## src/rtl/bcd_seg_scanner.sv

```systemverilog
// rtl/bcd_seg_scanner.sv - three-digit multiplexed seven-segment scanner for packed BCD
// Frame-aligned commit of loaded values, leading-zero blanking, active-low outputs.
module bcd_seg_scanner #(
  parameter int DIV      = 50000,
  parameter bit BLANK_LZ = 1'b1
) (
  input  logic        clk,
  input  logic        rst_n,
  input  logic [11:0] bcd_in,
  input  logic        load,
  output logic [2:0]  an,
  output logic [6:0]  seg,
  output logic        upd
);

  localparam int PW = (DIV > 1) ? $clog2(DIV) : 1;

  logic [PW-1:0] pc_q, pc_d;
  logic [1:0]    di_q, di_d;
  logic [11:0]   pend_q, pend_d;
  logic          pend_v_q, pend_v_d;
  logic [11:0]   disp_q, disp_d;
  logic [2:0]    an_q, an_d;
  logic [6:0]    seg_q, seg_d;
  logic          upd_q, upd_d;

  logic          tick;
  logic          commit;
  logic [3:0]    nib;
  logic          blank;

  function automatic logic [6:0] dec7(input logic [3:0] n);
    case (n)
      4'd0:    dec7 = 7'h40;
      4'd1:    dec7 = 7'h79;
      4'd2:    dec7 = 7'h24;
      4'd3:    dec7 = 7'h30;
      4'd4:    dec7 = 7'h19;
      4'd5:    dec7 = 7'h12;
      4'd6:    dec7 = 7'h02;
      4'd7:    dec7 = 7'h78;
      4'd8:    dec7 = 7'h00;
      4'd9:    dec7 = 7'h10;
      default: dec7 = 7'h3F;
    endcase
  endfunction

  always_comb begin
    tick   = (pc_q == PW'(DIV - 1));
    pc_d   = tick ? '0 : pc_q + 1'b1;
    di_d   = di_q;
    if (tick) begin
      di_d = (di_q == 2'd2) ? 2'd0 : di_q + 2'd1;
    end

    // Commit reads the old pend, so a load landing on the boundary waits a frame.
    commit   = tick && (di_q == 2'd2) && pend_v_q;
    disp_d   = commit ? pend_q : disp_q;
    pend_d   = load ? bcd_in : pend_q;
    pend_v_d = load ? 1'b1 : (commit ? 1'b0 : pend_v_q);
    upd_d    = commit;

    nib   = disp_d[3:0];
    blank = 1'b0;
    case (di_d)
      2'd1: begin
        nib   = disp_d[7:4];
        blank = BLANK_LZ && (disp_d[11:8] == 4'd0) && (disp_d[7:4] == 4'd0);
      end
      2'd2: begin
        nib   = disp_d[11:8];
        blank = BLANK_LZ && (disp_d[11:8] == 4'd0);
      end
      default: begin
        nib   = disp_d[3:0];
        blank = 1'b0;
      end
    endcase

    an_d  = tick ? ~(3'b001 << di_d) : an_q;
    seg_d = tick ? (blank ? 7'h7F : dec7(nib)) : seg_q;
  end

  always_ff @(posedge clk or negedge rst_n) begin
    if (!rst_n) begin
      pc_q     <= '0;
      di_q     <= 2'd2;
      pend_q   <= '0;
      pend_v_q <= 1'b0;
      disp_q   <= '0;
      an_q     <= 3'b111;
      seg_q    <= 7'h7F;
      upd_q    <= 1'b0;
    end else begin
      pc_q     <= pc_d;
      di_q     <= di_d;
      pend_q   <= pend_d;
      pend_v_q <= pend_v_d;
      disp_q   <= disp_d;
      an_q     <= an_d;
      seg_q    <= seg_d;
      upd_q    <= upd_d;
    end
  end

  assign an  = an_q;
  assign seg = seg_q;
  assign upd = upd_q;

endmodule
```

## config.mk

```make
export PLATFORM = sky130hd
export DESIGN_NAME = bcd_seg_scanner
export DESIGN_NICKNAME = d
export VERILOG_FILES = /design/src/rtl/bcd_seg_scanner.sv
export SDC_FILE = /design/constraint.sdc
export NUM_CORES = 1
export LEC_CHECK = 0
export BUFFER_PORTS_ARGS = -buffer_cell sky130_fd_sc_hd__buf_2
export CAP_MARGIN = 15
export CORE_MARGIN = 3
export CORE_UTILIZATION = 45
export DETAILED_ROUTE_END_ITERATION = 8
export GPL_ROUTABILITY_DRIVEN = 0
export SLEW_MARGIN = 10
export SYNTH_ARGS = -nofsm -noshare
export SYNTH_HDL_FRONTEND = slang
export SYNTH_SLANG_ARGS = --single-unit
```

## constraint.sdc

```tcl
create_clock -name clk -period 9.83 [get_ports clk]
set_input_delay 0.983 -clock clk [delete_from_list [all_inputs] [get_ports clk]]
set_output_delay 0.983 -clock clk [all_outputs]
set_load 0.02 [all_outputs]
```

Word-level counts from Yosys, hierarchy flattened
Memories as Yosys holds them, arrays and structs flattened.
Cells that the tools add are included.
- memories kept: 1
- bits of input ports: 15
- register bits after elaboration: 54
- memory bits (read-only): 112
- bitwise logic cells: 1
- equality and inequality tests: 4
- mux-type cells: 9
- reduce and logical (&&, ||, !) cells: 6
- $add $sub $neg: 2
- shift-type cells: 1
- memory list (memory ; depth ; bits a word ; read ports ; clocked after memory_dff ; wr ports ; RTL line ; RTL):
    (name not given) ; 16 ; 7 ; 1 ; 0 ; 0 ; 33 ; case (n)
- operator list (kind ; number):
    $add 16x1->16 const B ; 1
    $eq 16x16->1 const B ; 1
    $mux 16 ; 1
    $mux 12 ; 1
    $logic_not 4->1 ; 2
    $pmux 4 s2 ; 1
    $mux 7 ; 1
    $eq 2x2->1 const B ; 2
    $mux 2 ; 2
    $logic_and 1x1->1 ; 3
    $not 3->3 ; 1
    $shl 1x2->3 const A ; 1
    $add 2x1->2 const B ; 1
    $eq 2x1->1 const B ; 1
    $mux 1 ; 2
    $pmux 1 s2 ; 1
    $reduce_bool 2->1 ; 1

Logic depth before layout (Yosys ltp)
Gate-level depths: netlist of the first run.
- word-level depth: 8
- gate-level depth with buffers: 19

Least setup slack after synthesis of the first run
OpenSTA, ideal clock, no wires.
- path type: register to register
- from: register pc_q[0]
- to: register seg_q[6], in the netlist seg[6]
- buffers on the path: 4
- setup slack: 6.331 ns
- library setup time: 0.076 ns
- cell stages (with the launch flop): 18
- data arrival time: 3.422 ns
- clock period less this slack: 3.499 ns
- cells stage by stage: dfrtp_1 -> ha_1 -> and3_2 -> clkbuf_2 -> nand4_4 -> buf_6 -> clkbuf_1 -> nor3_1 -> a21o_1 -> ha_1 -> buf_4 -> and2b_1 -> a211oi_2 -> inv_1 -> ha_1 -> mux2_4 -> a21oi_1 -> nor2_1
- RTL lines (what ; RTL line ; RTL):
    start, declared ; 18 ; logic [PW-1:0] pc_q, pc_d;
    start signal, assigned ; 95 ; pc_q <= pc_d;
    $eq 16x16->1 (*) ; 49 ; tick = (pc_q == PW'(DIV - 1));
    $mux 2 (*) ; 52 ; if (tick) begin
    named net di_d[0] ; 19 ; logic [1:0] di_q, di_d;
    $eq 2x2->1 / $eq 2x1->1 (equally long branches) ; 65 ; case (di_d)
    $pmux 4 s2 ; 65 ;
    $mem_v2 16x7 ; - ;
    $mux 7 (*) ; 81 ; seg_d = tick ? (blank ? 7'h7F : dec7(nib)) : seg_q;
    end signal, assigned ; 101 ; seg_q <= seg_d;
    end, declared ; 24 ; logic [6:0] seg_q, seg_d;
The timed path passes the listed nets; every way through them passes the cells marked *.
A chain may end at the register's enable or synchronous reset.

Final worst setup path of the first run
- from: register pc_q[11]
- to: register seg_q[6], in the netlist seg[6]
- longest elaborated chain between the ends: 8
- ends and longest elaborated chain (what ; RTL line):
    $eq 16x16->1 (*) ; 49
    parallel branches: the longest is 7 deep, another holds $mem_v2 16x7 ; -
Mark *: on every way between the ends.

==> impl_results.md, run 1 <==
* Post-CTS Setup Bufs at 0
* Clock Skew at around 0.0044 ns
* Mux cell area share after synthesis at under 10%
* Hold path depth at 1
* WP buf/inv at 1
* Worst-Margin Slew at 0.706 ns
* Worst Hold Endpoint: pc_q[0]
* Synth Area in Simple Gates at between 10% and 20%
* CTS Root Cell: clkbuf_8
* Post-Synth XOR/XNOR Area at 4.22%
* DRT antenna net count at 0
* Worst R2R Path Depth at 13
* Die span in x at 83.4 µm
* Mean post-synth cell area at around 11 µm²
* First-pass GRT wire length at 8470 µm
* Ports at 26
* Most frequent cells in the layout: dfrtp_1, buf_2, nor2_1, nand2_1, nand3_1
* Post-Syn Instances at 243
* RR Endpoint: seg[6]
* Worst r2r src: pc_q[11]
* Crit end category: flop
* CTS sink cnt at 54
* Dpl ws at about 6.1 ns
* Worst Hold Class: reg2reg
* Final Non-Filler Cells at 340
* Sequential area share after synthesis at approximately 51%
* Post-Synth Adder-Cell Area at 4.64%
* Cell internal pwr at 0.291 mW
* Drt wl/cell at 14.0 µm
* Layout cells sized above 1 at 28.7%
* Placed Cells at between 300 and 400
* Data required time of the worst path at between 10 and 15 ns
* Vias per inst at 5.08
* Post-Syn Area at between 0.002 and 0.003 mm²
* Final Util at 52.4%
* Synthesis-to-finish area growth at 9.65%
* Die ar. at about 0.007 mm²
* Final nets at slightly below 300
* EDFF count, synth at 0
* Die Y at 83.4 µm
* Initial antenna violation count at 0
* Leakage power at 1.44 nW
* Setup TNS at 0 ns
* Max Freq at between 200 and 300 MHz
* Fin crit period at 3.70 ns
* Clk_lat worst skew at 0.30 ns
* Initial Utilization at 47.8%
* Reg2reg setup slack at 6.13 ns
* Post-synth net total at 268
* P_sw at 0.0794 mW
* CTS Buffer Depth at 2
* Peak VDD IR at 82.2 µV
* Part of the power in combinational logic at under 10%
* Delay-heaviest family, CP: simple AND/OR/NAND/NOR gates
* Status: completed
* H-tree depth at 2
* Flop pwr share at just over 60%
* Global Route Usage Sum at 14.8%
* Sw frac at 21.4%
* Seq cells post-synth at 54
* Hold Crit Start: pc_q[0]
* Total congestion overflow at 0
* IO Port Bufs at 25
* ANT cells at 0
* Post-synthesis compound-gate area fraction at 10.8%
* Slowest cell delay on critical path at 0.49 ns
* Yosys Warn Count at 0
* Fin Hold WS at 0.457 ns
* Worst setup margin at 6.13 ns
* Final period util at 37.6%
* # setup viols final at 0
* CP cell instances: nor4_4 > nand4_4 > nor2_1 > nand2_1 > and2_1 > ha_1 > and2b_1 > a211oi_2 > inv_1 > ha_1 > mux2_4 > a21oi_1 > nor2_1
* Via count at 1,726
* Relative max-transition margin at 52.5%
* Final WL at roughly 4800 µm
* RSZ-0062 raised after global routing: no
* Max Cap Viol at 0
* Largest family of logic cells by synthesized area: simple AND/OR/NAND/NOR gates
* Vias in the first global route at 1,795
* Num CTS Buffers at 5
* Slowest CP cell: ha_1
* Hold buffers post-CTS at 0
* Clock Pin Slew Worst Setup and Hold Paths at 0.09 ns
* CTS tree: done
* Area of the core at around 0.0056 mm²
* DRC viols at 0
* Slew Viols, Final at 0
* Synth Flop Type: dfrtp_1
* Fin. Hold Viols at 0
* Count of different cell masters after synthesis at between 50 and 60
* Clock power frac at 34.3%
* Kind of critical path: reg2reg
* Pre-antenna DRT Iters at 3
* Detailed placer's ending HPWL at between 3000 and 4000 µm
* Most common cell after layout, fill and taps aside: dfrtp_1
* Post-CTS Resized at 0
* Initial DRC count at 74
* Async set-reset flop share out of synthesis at 100%
* CP max FO at 22
* Arr. time, crit path at 3.94 ns
* FP Rows at 27
* Startpoint class of the critical path: flop
* PwrDens at between 100 and 150 mW/mm²
* Largest net degree at the start of global routing at between 50 and 60
[stage by stage]
stage               power, mW  cell area [µm²]
CTS                     0.375             2960
detailed placement      0.248             2870
global placement        0.247             2870
global route            0.388             2960
finish                  0.370             2960
floorplan               0.239             2700
[layer usage]
metal | up-vias | share of wire [%] | track usage [%]
li1 | 878 | - | -
met3 | 4 | 3.4 | 3.67
met2 | 21 | 45 | 23.3
met5 | - | 0 | 0
met1 | 823 | 51 | 20.2
met4 | 0 | 0.84 | 4.46
[synth_stat cells (4+ instances only)]
library cell	instances	share of area (%)
dfrtp_1	43	40
nor2_1	22	3.1
nand2_1	19	2.6
nand3_1	18	3.3
mux2_2	13	5.4
dfstp_2	11	11
o21ai_0	11	2.0
a21oi_1	10	1.9
ha_1	10	4.6
inv_1	10	1.4
and2_1	8	1.9
xor2_1	8	2.6
xnor2_1	5	1.6
clkbuf_1	4	0.56
[cell type report]
cell class,instances,area (µm²)
flip-flops and latches,54,1370
inverters,10,37.5
fillers,508,2690
clock inverters,1,5.00
well taps,72,90.1
clock buffers,7,86.3
multi-input cells,169,1230
repair buffers,27,140
[power by group through the flow]
stage	registers [mW]	logic, mW	clock network, mW
after floorplan	0.233	0.00588	0
after global placement	0.234	0.0135	0
after detailed placement	0.234	0.0139	0
after CTS	0.230	0.0139	0.132
after global routing	0.231	0.0154	0.142
final	0.230	0.0133	0.127
[worst register-to-register path, cell delays in order, from the launching register on]
cell      delay (ns)
dfrtp_1         0.46
nor4_4          0.36
nand4_4         0.35
nor2_1          0.18
nand2_1         0.07
and2_1          0.19
ha_1            0.50
and2b_1         0.28
a211oi_2        0.44
inv_1           0.16
ha_1            0.22
mux2_4          0.26
a21oi_1         0.15
nor2_1          0.05
[cell families (layout without fill, tap and decap cells)]
kind of cell / count (synthesis) / count (layout)
AO/OA/AOI/OAI: 40 / 40
XOR/XNOR: 13 / 13
adder cells (fa/ha/maj): 10 / 10
buffers and inverters: 20 / 45
flip-flops: 54 / 54
multiplexers: 17 / 17
AND/OR/NAND/NOR: 89 / 89
[flip-flops by register name (all words and copies together), names as in the netlist]
name      cells
pend_q       12
upd           1
disp_q       12
pend_v_q      1
seg           7
di_q          2
pc_q         16
an            3
[worst max path at each step]
stage / startpoint / end / slack, ns / depth (start not counted)
4_1_cts: pc_q[11] / seg[6] / 6.09 / 13
3_3_place_gp: pc_q[11] / seg[6] / 6.22 / 13
2_1_floorplan: pc_q[0] / seg[6] / 6.33 / 17
5_1_grt: pc_q[11] / seg[3] / 5.83 / 12
3_5_place_dp: pc_q[11] / seg[6] / 6.11 / 13
6_report: pc_q[11] / seg[6] / 6.13 / 13
No activity file was read; power rests on OpenSTA's default activity.
==> run 2, diff against run 1 <==
==> constraint.sdc (replaced) <==
create_clock -name clk -period 3.5 [get_ports clk]
set_input_delay 0.35 -clock clk [delete_from_list [all_inputs] [get_ports clk]]
set_output_delay 0.35 -clock clk [all_outputs]
set_load 0.02 [all_outputs]
==> run 2 against run 1 <==
Net effect: clock skew up 0.0044 ns; die area unchanged; first-iteration DRC count down 38%; design area up 2.1%; combinational power rose to 2.8 times the previous value; fmax up 17%; largest power group unchanged; highest routed layer unchanged.
==> impl_results.md, run 2 (synthesis results as in run 1) <==
* Status: completed
* Worst Hold Class: in2async
* Crit end category: flop
* Leakage power at 1.48 nW
* IO Port Bufs at 25
* Setup crit end: seg[3]
* Part of the power in combinational logic at 3.3%
* Area of the multi-input gates at 0.00123 mm²
* Synthesis-to-finish area growth at 12.0%
* RSZ-0062 raised after global routing: no
* H-tree depth at 2
* First-pass GRT wire length at 8550 µm
* DRC viols at 0
* Via count at between 1.5k and 2k
* PwrDens at 368 mW/mm²
* Ports at 26
* Clock Pin Slew Worst Setup and Hold Paths at ~0.090 ns
* Post-CTS Setup Bufs at 0
* RR Endpoint: seg[3]
* Sw frac at 19.9%
* Clk_lat worst skew at 0.31 ns
* Pre-antenna DRT Iters at 4
* Max Freq at between 300 and 400 MHz
* Total congestion overflow at 0
* WP buf/inv at 1
* Slowest cell delay on critical path at 0.46 ns
* Most common cell after layout, fill and taps aside: dfrtp_1
* CTS tree: done
* Peak VDD IR at between 150 and 200 µV
* CP max FO at 9
* Worst setup path startpoint: pc_q[11]
* Initial DRC count at 46
* ANT cells at 0
* Die Y at 83.4 µm
* Clock power frac at a little under 40%
* Post-Layout Inst Area at 0.00302 mm²
* Worst-Margin Slew at 0.636 ns
* Arr. time, crit path at 3.42 ns
* Flop pwr share at 58.1%
* Final period util at slightly above 90%
* Vias in the first global route at 1,787
* Worst R2R Path Depth at 14
* FP Rows at 27
* Fin crit period at roughly 3.2 ns
* Final nets at 297
* Fin. Hold Viols at 0
* Number of fill cells at 525
* Detailed placer's ending HPWL at approximately 3700 µm
* Register area at between 0.001 and 0.0015 mm²
* CTS sink cnt at 54
* # setup viols final at 0
* Most frequent cells in the layout: dfrtp_1, buf_2, nor2_1, nand2_1, nand3_1
* Area after DPL at 0.00290 mm²
* Largest net degree at the start of global routing at 31
* CP Depth at 14
* CP cell instances: nor4_4 > nand4_4 > nor2_1 > nand2_1 > and2_1 > ha_1 > or2b_1 > a21oi_1 > a211oi_2 > buf_4 > ha_1 > nor2_1 > o21ai_0 > a21oi_1
* Area of the core at 0.00564 mm²
* Data required time of the worst path at 3.75 ns
* Final WL at 4890 µm
* Hold buffers post-CTS at 0
* Largest regs: pc_q: 16 flops, disp_q: 12 flops, pend_q: 12 flops
* Kind of critical path: reg2reg
* CTS Buffer Depth at 2
* Drt wl/cell at ~14 µm
* Die span in x at ~83 µm
* Slowest CP cell: dfrtp_1
* Post-CTS Resized at 0
* Setup TNS at 0 ns
* CTS Root Cell: clkbuf_8
* Reg2reg setup slack at 0.33 ns
* Num CTS Buffers at 5
* Global Route Usage Sum at 15.1%
* DRT antenna net count at 0
* P_sw at 0.221 mW
* Delay-heaviest family, CP: simple AND/OR/NAND/NOR gates
* Cell internal pwr at between 0.8 and 0.9 mW
* Worst r2r src: pc_q[11]
* Initial Utilization at 47.8%
* Layout cells sized above 1 at 30.0%
* Vias per inst at 5.12
* Most flop-heavy register: pc_q
* Relative max-transition margin at 57.6%
* Number of flip-flops in the largest register at 16
* Slew Viols, Final at 0
* Clock Skew at roughly 0.0088 ns
* Die ar. at 0.00696 mm²
* Max Cap Viol at 0
* Initial antenna violation count at 0
* Startpoint class of the critical path: flop
run 2: layout make-up:
type                    instances  share of cell area [%]
flip-flops and latches         54                    45.2
clock inverters                 1                   0.995
multi-input cells             169                    40.8
clock buffers                   7                    2.86
inverters                      10                    1.24
well taps                      72                    2.98
repair buffers                 32                    5.88
run 2: metal layers:
layer  vias up  routed length (µm)  GRT usage (%)
li1        885                   -              -
met4         0                  78           5.50
met5         -                   0              0
met3         8                 171           2.78
met2        22                2250           24.3
met1       853                2390           20.3
run 2: worst min-delay path by stage:
stage,from,endpoint,slack [ns],cells after the start
final,rst_n,pc_q[15],0.05,1
after global placement,rst_n,pc_q[13],0.42,1
after detailed placement,rst_n,pc_q[13],0.42,1
after floorplan,rst_n,di_q[0],0.05,0
after global routing,rst_n,disp_q[5],0.12,1
after CTS,rst_n,pc_q[15],0.08,1
run 2: worst register-to-register path, stage by stage (launching register included):
cell and delay (ns):
dfrtp_1 0.46, nor4_4 0.36, nand4_4 0.21, nor2_1 0.14, nand2_1 0.05, and2_1 0.18, ha_1 0.39, or2b_1 0.27
a21oi_1 0.16, a211oi_2 0.07, buf_4 0.16, ha_1 0.31, nor2_1 0.11, o21ai_0 0.09, a21oi_1 0.17
run 2: power groups by stage:
| stage | registers (mW) | logic (mW) | clock network [mW] |
|---|---|---|---|
| floorplan | 0.655 | 0.0165 | 0 |
| global route | 0.648 | 0.0433 | 0.467 |
| CTS | 0.646 | 0.0388 | 0.440 |
| finish | 0.646 | 0.0370 | 0.428 |
| detailed placement | 0.658 | 0.0388 | 0 |
| global placement | 0.658 | 0.0378 | 0 |
run 2: stage by stage:
step                      setup slack (ns)  instances  hold slack, ns  total power, mW  util (%)
final                                0.326        345          0.0535             1.11      53.5
after global routing                0.0118        345           0.116             1.16      53.5
after CTS                            0.302        345          0.0811             1.12      53.5
after detailed placement             0.321        337           0.415            0.697      51.5
after global placement               0.387        337           0.419            0.695      51.5
after floorplan                    0.00136        243          0.0544            0.671         -
